## config.mk

```make
export PLATFORM = sky130hd
export DESIGN_NAME = instr_mem_responder_flat
export DESIGN_NICKNAME = d
export VERILOG_FILES = /design/src/rtl/instr_mem_responder_if.sv /design/src/rtl/instr_mem_responder.sv /design/src/flat_wrapper.sv
export SDC_FILE = /design/constraint.sdc
export NUM_CORES = 1
export LEC_CHECK = 0
export ABC_AREA = 1
export CAP_MARGIN = 5
export CORE_UTILIZATION = 50
export DETAILED_ROUTE_END_ITERATION = 6
export GPL_TIMING_DRIVEN = 0
export HOLD_SLACK_MARGIN = 0.1
export PLACE_DENSITY = 0.77
export SLEW_MARGIN = 30
export SYNTH_ARGS = -nofsm -noshare
export SYNTH_HDL_FRONTEND = slang
export SYNTH_SLANG_ARGS = --single-unit
```

## constraint.sdc

```tcl
create_clock -name clk -period 3.1 [get_ports clk]
set_clock_uncertainty 0.1 [all_clocks]
set_input_delay 0.62 -clock clk [delete_from_list [all_inputs] [get_ports clk]]
set_output_delay 0.62 -clock clk [all_outputs]
set_load 0.01 [all_outputs]
```

## src/rtl/instr_mem_responder_if.sv

```systemverilog
// instr_mem_responder_if: fetch-side request/response and byte-wide memory read port.
interface instr_mem_responder_if #(parameter int ADDR_W = 16);
    logic              instr_req;
    logic [31:0]       instr_addr;
    logic [31:0]       instr;
    logic              instr_ready;
    logic              instr_fault;
    logic              mem_rd;
    logic [ADDR_W-1:0] mem_addr;
    logic [7:0]        mem_rdata;
    logic              mem_rvalid;
    logic              busy;
    modport master (output instr_req, instr_addr, mem_rdata, mem_rvalid,
                    input instr, instr_ready, instr_fault, mem_rd, mem_addr, busy);
    modport slave (input instr_req, instr_addr, mem_rdata, mem_rvalid,
                   output instr, instr_ready, instr_fault, mem_rd, mem_addr, busy);
endinterface

```

## src/rtl/instr_mem_responder.sv

```systemverilog
// instr_mem_responder: assembles 32-bit instructions from four byte reads, with a one-word buffer and abort/restart.
module instr_mem_responder #(
    parameter int          ADDR_W    = 16,
    parameter logic [31:0] NOP_INSTR = 32'h0000_0013
) (
    input logic clk,
    input logic reset,
    instr_mem_responder_if.slave bus
);
    typedef enum logic [1:0] {IDLE, ISSUE, WAIT, DONE} state_t;
    state_t            state;
    logic [ADDR_W-1:0] lat_addr, buf_addr, req_waddr;
    logic [31:0]       asm_word, buf_word;
    logic [1:0]        cnt;
    logic              abort, buf_valid, oor, bad, abort_now, restart, hold;
    assign req_waddr = {bus.instr_addr[ADDR_W-1:2], 2'b00};
    assign oor       = bus.instr_addr[31:ADDR_W] != '0;
    assign bad       = oor || bus.instr_addr[1:0] != 2'b00;
    assign abort_now = bus.instr_req && (oor || req_waddr != lat_addr) && (state == ISSUE || state == WAIT);
    assign restart   = abort || abort_now;
    // keeps instr_ready continuous when the same word is still being requested as DONE exits
    assign hold      = bus.instr_req && !bad && req_waddr == lat_addr;
    always_ff @(posedge clk) begin
        if (reset) begin
            state           <= IDLE;
            bus.instr       <= '0;
            bus.instr_ready <= 1'b0;
            bus.instr_fault <= 1'b0;
            bus.mem_rd      <= 1'b0;
            bus.mem_addr    <= '0;
            bus.busy        <= 1'b0;
            cnt             <= '0;
            abort           <= 1'b0;
            buf_valid       <= 1'b0;
        end else begin
            bus.mem_rd <= 1'b0;
            case (state)
                IDLE: begin
                    if (bus.instr_req && bad) begin
                        bus.instr       <= NOP_INSTR;
                        bus.instr_ready <= 1'b1;
                        bus.instr_fault <= 1'b1;
                    end else if (bus.instr_req && buf_valid && buf_addr == req_waddr) begin
                        bus.instr       <= buf_word;
                        bus.instr_ready <= 1'b1;
                        bus.instr_fault <= 1'b0;
                    end else if (bus.instr_req) begin
                        bus.instr_ready <= 1'b0;
                        lat_addr        <= req_waddr;
                        cnt             <= '0;
                        bus.mem_rd      <= 1'b1;
                        bus.mem_addr    <= req_waddr;
                        bus.busy        <= 1'b1;
                        state           <= ISSUE;
                    end else begin
                        bus.instr_ready <= 1'b0;
                    end
                end
                ISSUE: begin
                    bus.instr_ready <= 1'b0;
                    abort           <= restart;
                    state           <= WAIT;
                end
                WAIT: begin
                    if (!bus.mem_rvalid) begin
                        abort <= restart;
                    end else begin
                        asm_word[8*cnt +: 8] <= bus.mem_rdata;
                        if (restart) begin
                            abort        <= 1'b0;
                            lat_addr     <= req_waddr;
                            cnt          <= '0;
                            bus.mem_rd   <= 1'b1;
                            bus.mem_addr <= req_waddr;
                            state        <= ISSUE;
                        end else if (cnt == 2'd3) begin
                            bus.instr       <= {bus.mem_rdata, asm_word[23:0]};
                            bus.instr_ready <= 1'b1;
                            bus.instr_fault <= 1'b0;
                            state           <= DONE;
                        end else begin
                            cnt          <= cnt + 2'd1;
                            bus.mem_rd   <= 1'b1;
                            bus.mem_addr <= {lat_addr[ADDR_W-1:2], cnt + 2'd1};
                            state        <= ISSUE;
                        end
                    end
                end
                DONE: begin
                    buf_addr        <= lat_addr;
                    buf_word        <= asm_word;
                    buf_valid       <= 1'b1;
                    bus.instr_ready <= hold;
                    bus.busy        <= 1'b0;
                    cnt             <= '0;
                    state           <= IDLE;
                end
                default: state <= IDLE;
            endcase
        end
    end
endmodule

```

## src/flat_wrapper.sv

```systemverilog
// flat-port wrapper written by rule: the top's interface ports become plain ports
module instr_mem_responder_flat 
#(
    parameter int          ADDR_W    = 16,
    parameter logic [31:0] NOP_INSTR = 32'h0000_0013
)
  (clk, reset, bus_instr_req, bus_instr_addr, bus_mem_rdata, bus_mem_rvalid, bus_instr, bus_instr_ready, bus_instr_fault, bus_mem_rd, bus_mem_addr, bus_busy);
  instr_mem_responder_if #(.ADDR_W(ADDR_W)) bus_i ();
  input logic clk;
  input logic reset;
  input wire logic [$bits(bus_i.instr_req)-1:0] bus_instr_req;
  input wire logic [$bits(bus_i.instr_addr)-1:0] bus_instr_addr;
  input wire logic [$bits(bus_i.mem_rdata)-1:0] bus_mem_rdata;
  input wire logic [$bits(bus_i.mem_rvalid)-1:0] bus_mem_rvalid;
  output wire logic [$bits(bus_i.instr)-1:0] bus_instr;
  output wire logic [$bits(bus_i.instr_ready)-1:0] bus_instr_ready;
  output wire logic [$bits(bus_i.instr_fault)-1:0] bus_instr_fault;
  output wire logic [$bits(bus_i.mem_rd)-1:0] bus_mem_rd;
  output wire logic [$bits(bus_i.mem_addr)-1:0] bus_mem_addr;
  output wire logic [$bits(bus_i.busy)-1:0] bus_busy;
  assign bus_i.instr_req = bus_instr_req;
  assign bus_i.instr_addr = bus_instr_addr;
  assign bus_i.mem_rdata = bus_mem_rdata;
  assign bus_i.mem_rvalid = bus_mem_rvalid;
  assign bus_instr = bus_i.instr;
  assign bus_instr_ready = bus_i.instr_ready;
  assign bus_instr_fault = bus_i.instr_fault;
  assign bus_mem_rd = bus_i.mem_rd;
  assign bus_mem_addr = bus_i.mem_addr;
  assign bus_busy = bus_i.busy;
  instr_mem_responder #(.ADDR_W(ADDR_W), .NOP_INSTR(NOP_INSTR)) u_core (.clk(clk), .reset(reset), .bus(bus_i));
endmodule
```

Word-level counts from Yosys, hierarchy flattened
Index checks and enable logic that the tools add are counted.
W data, S select, Z words.
- logic and storage cells: 122
- register bits after elaboration: 154
- output and inout bits: 52
- multiplexer cells: 57
- bitwise logic cells: 1
- shift-type cells: 2
- reductions and logical operators: 29
- equality and inequality tests: 17
- add/sub/neg operators: 2
- operator list (operator ; count):
    $mux W32 ; 5
    $mux W16 ; 8
    $pmux W16 S2 ; 2
    $pmux W32 S2 ; 1
    $neg A5 Y34 ; 1
    $shift A8 B34 Y32 const A ; 1
    $shiftx A8 B34 Y32 ; 1
    $bwmux W32 ; 1
    $eq A16 B16 Y1 ; 2
    $mux W2 ; 12
    $mux W1 ; 21
    $ne A16 B16 Y1 ; 1
    $reduce_bool A16 Y1 ; 1
    $ne A2 B2 Y1 const B ; 6
    $reduce_and A6 Y1 ; 2
    $pmux W1 S2 ; 4
    $pmux W2 S4 ; 1
    $reduce_and A4 Y1 ; 2
    $reduce_bool A2 Y1 ; 4
    $logic_and A1 B1 Y1 ; 7
    $reduce_and A7 Y1 ; 1
    $eq A2 B2 Y1 const B ; 3
    $ne A3 B2 Y1 const B ; 2
    $pmux W2 S3 ; 1
    13 further kinds ; 18

Depth between registers and ports, before layout
Gate-level depths: netlist (run 1).
- depth after elaboration: 8
- depth in mapped cells: 15
- mapped depth without buffers: 14

Worst setup path before layout (run 1)
OpenSTA, ideal clock, no wires.
- path kind: in2reg
- from: input port reset
- to: register u_core.buf_addr[10], enable pin
- arrival time: 2554 ps
- cell stages on the path: 1
- path slack: -4 ps
- setup time: 450 ps
- required time: 2550 ps
- cell sequence: nor2_1
- longest elaborated chain between the ends: 2
- ends and longest elaborated chain (what ; line ; RTL):
    start, declared ; flat_wrapper.sv:10 ; input logic reset;
    $not A1 Y1 (no line) ; -- ;
    $reduce_and A2 Y1 (no line) ; -- ;
    end signal, assigned ; instr_mem_responder.sv:90 ; buf_addr <= lat_addr;
    end, declared ; instr_mem_responder.sv:12 ; logic [ADDR_W-1:0] lat_addr, buf_addr, req_waddr;
No other way between the ends.
A chain may end at the register's enable or synchronous reset.

Final worst setup path (run 1)
- from: register u_core.state[0]
- to: register u_core.asm_word[24], enable pin
- longest elaborated chain between the ends: 2
- ends and longest elaborated chain (what ; line ; RTL):
    start, declared ; instr_mem_responder.sv:11 ; state_t state;
    start signal, assigned ; instr_mem_responder.sv:25 ; state <= IDLE;
    start signal, assigned ; instr_mem_responder.sv:54 ; state <= ISSUE;
    start signal, assigned ; instr_mem_responder.sv:62 ; state <= WAIT;
    $eq A2 B2 Y1 ; instr_mem_responder.sv:37 ; case (state)
    $reduce_and A3 Y1 (no line) ; -- ;
    end signal, assigned by index ; instr_mem_responder.sv:68 ; asm_word[8*cnt +: 8] <= bus.mem_rdata;
    end, declared ; instr_mem_responder.sv:13 ; logic [31:0] asm_word, buf_word;
No other way between the ends.

==> results.ini, run 1 <==
[drt]
firstDrtPassIters = 5
wl_per_cell_um = 14.3
postRouteAntennaNets = 0
vias = 5779
drt-initial-drc-count = 542
avgViaCountPerCell = 5.02
routed_wl_um = 16500
route.detailed.drc = 0

[floorplan]
die_h_um = 122
die-area_um2 = 14800
rows = 43
start_util_pct = 51.3
die_w_um = 122
ios = 96
coreArea_um2 = 13900

[synth]
synth_cells = 843
synth_area_per_cell_um2 = 8.49
synth_compound_area_share_pct = 7.80
synthMuxAreaShare_pct = 0
synthAdderAreaFrac_pct = 1.92
synth.top_cell.area_share_pct = 38.6
synth_cell_types = 32
yosysTopAreaCell = edfxtp_1
syn_nets = 898
synth_seq_cells = 150
synth_area_leaders = edfxtp_1, dfxtp_1, nand2_1, nor2_1, inv_1
synthXorXnorAreaFrac_pct = 0.735
yosysSeqAreaShare_pct = 54.8
synthFlopType = edfxtp_1
netlist_area_um2 = 7150
synth_top_family_by_area = simple AND/OR/NAND/NOR gates
yosysWarnings = 0
async_reset_ff_share_pct = 0
synth-edff-count = 92
synthSimpleGateAreaFrac_pct = 25.5

[power]
internal_power_mw = 4.76
p_clk_share_pct = 31.2
combPwrFrac_pct = 31.9
p_per_area_nw_per_um2 = 779
power.share.switching_pct = 32.2
p_switching_mw = 2.26
vdd_drop_max_mv = 0.410
sequentialPowerShare_pct = 36.9
p_leak_nw = 3.98

[critical_path]
worstPathRequired_ps = 3060
crit_slowest_cell = nor2_1
crit_buf_inv = 4
path_cells = inv_1, ha_1, buf_2, clkbuf_1, nand2_1, inv_1, nand2_1, nor2_1
cpPeakStageDelay_ps = 570
crit_family = buffers and inverters
cp-start-kind = register
endpoint_kind = register
arrival_ps = 2730
critical_path.max_fanout = 10
worst-setup-path-type = register to register

[grt]
antenna_found_initial = 0
grt_pass1_vias = 5412
grt_max_degree = 25
grt_pass1_wl_um = 26300
overflow = 0
gr-usage-all-layers_pct = 23.6

[timing]
slew_viol_final = 0
timing.fmax_mhz = 361
finalSetupViolCount = 0
worst_pin_slew_ps = 700
rsz0062_at_grt = false
relSlewSlack_pct = 53.2
hold_viol_final = 0
min_period_over_period_pct = 89.4
fin_crit_ps = 2770
worst_slack_ps = 330

[clock_network]
cts.sinks = 150
clk_latency_ps = 430
cts_setup_buffers = 0
h-tree-depth = 4
clockRootBuffer = clkbuf_16
numCtsBuffers = 17
clockBufferDepth = 2
cts_tree = built
clk_pin_slew_ps = 60

[place]
hpwl_um = 11900
place_ws_ps = -11.8
dpl.cell_count = 1120
gp_routability_congestion = 0.863
io_buffers = 95

[run]
max_cap_violations = 0

[final_layout]
final_util_pct = 64.7
antenna_cells = 0
fin_nets = 1014
fin_cells = 1152
layout-drive-gt1-share_pct = 10.6
syn_to_final_growth_pct = 26.1
fillers = 1144

[hold_path]
min_path_type = register to register

[status]
status = finished, final reports clean

==> repair_timing <==
| item | in CTS | in global routing |
|---|---|---|
| resized for setup | 0 | 1 |
| hold buffers | 0 | 0 |
| endpoints found under the setup margin | 0 | 8 |
==> layout by cell type (no fill, tap or decap), drive strengths merged <==
cell type,netlist,layout
nand2,226,226
nor2,162,162
inv,106,109
clkdlybuf4s50,0,95
edfxtp,92,92
dfxtp,58,58
nand3,45,45
a21oi,45,45
buf,26,28
clkbuf,10,27
o21ai,22,22
a31oi,21,21
ha,11,11
xnor2,6,6
clkinvlp,0,5
nand4,5,5
bufinv,0,4
clkinv,1,4
nand3b,3,3
and3,1,1
nor3,1,1
a211oi,1,1
a221oi,1,1
==> layer usage <==
layer	part of all wire, %	vias to the layer above	GRT usage (%)
li1	-	2928	-
met1	46	2625	31.1
met2	46	198	37.5
met3	6.3	28	5.43
met4	1.9	0	9.18
met5	0	-	0
==> layout make-up <==
class                      count  area [µm²]  area share (%)
clock buffer                  17         425            4.72
multi-input combinational    550        2580            28.6
inverter                     107         402            4.45
clock inverter                15         201            2.23
buffer                        36         258            2.86
sequential                   150        3920            43.5
timing repair buffer          97        1010            11.1
tap                          180         225            2.50
==> logic make-up (layout without fill, tap and decap cells) <==
kind of cell,Yosys count,after routing
compound gates,90,90
xor+xnor,6,6
fa+ha+maj,11,11
buf+inv,143,272
flops,150,150
simple gates,443,443
==> path summary, 6_finish.rpt <==
| kind | startpoint | end | slack, ps | cells after the start |
|---|---|---|---|---|
| min reg2reg | u_core.asm_word[25] | u_core.buf_word[25] | 320 | 0 |
| max | u_core.state[0] | u_core.asm_word[24] | 330 | 8 |
| max reg2reg | u_core.state[0] | u_core.asm_word[24] | 330 | 8 |
| min | u_core.asm_word[25] | u_core.buf_word[25] | 320 | 0 |
==> registers in the layout, summed over array words and instances (netlist names) <==
name / count
u_core.asm_word: 32
u_core.buf_word: 32
u_core.bus.instr: 32
u_core.bus.mem_addr: 16
u_core.buf_addr: 14
u_core.lat_addr: 14
u_core.cnt: 2
u_core.state: 2
u_core.abort: 1
u_core.buf_valid: 1
u_core.bus.busy: 1
u_core.bus.instr_fault: 1
u_core.bus.instr_ready: 1
u_core.bus.mem_rd: 1
==> synth_stat cells, types with 2 or more instances <==
master / count
a21oi_2: 20
buf_2: 8
o21ai_0: 22
inv_2: 8
buf_6: 6
nand3_2: 3
a31oi_1: 21
xnor2_1: 6
dfxtp_1: 58
inv_1: 98
nand4_1: 4
buf_1: 4
clkbuf_1: 10
nor2_1: 154
ha_1: 11
nand2_1: 221
nor2_2: 8
a21oi_1: 25
buf_8: 5
nand3b_1: 3
edfxtp_1: 92
nand2_4: 2
nand2_2: 3
nand3_1: 41
buf_4: 3
==> per-stage QoR <==
step / hold WS (ps) / instance area, µm² / power (mW) / setup TNS (ps)
final: 320 / 9020 / 7.02 / 0
after detailed placement: 305 / 8390 / 4.84 / -159
after global placement: 302 / 8330 / 4.79 / -18020
after floorplan: 300 / 7160 / 3.99 / 0
after global routing: 327 / 9020 / 7.40 / 0
after CTS: 319 / 9020 / 7.03 / 0
==> power groups by stage <==
stage	clock, mW	sequential, mW	combinational (mW)
after detailed placement	0	2.63	2.21
final	2.19	2.59	2.24
after CTS	2.21	2.59	2.23
after global routing	2.30	2.62	2.48
after floorplan	0	2.71	1.28
after global placement	0	2.62	2.17
(Power assumes the default switching activity.)
==> run 2, diff against run 1 <==
- CAP_MARGIN: 5 -> not set
- SKIP_LAST_GASP: not set -> 1
==> results of run 2 <==
No change in the layout: final DEF, timing and power equal those of run 1.
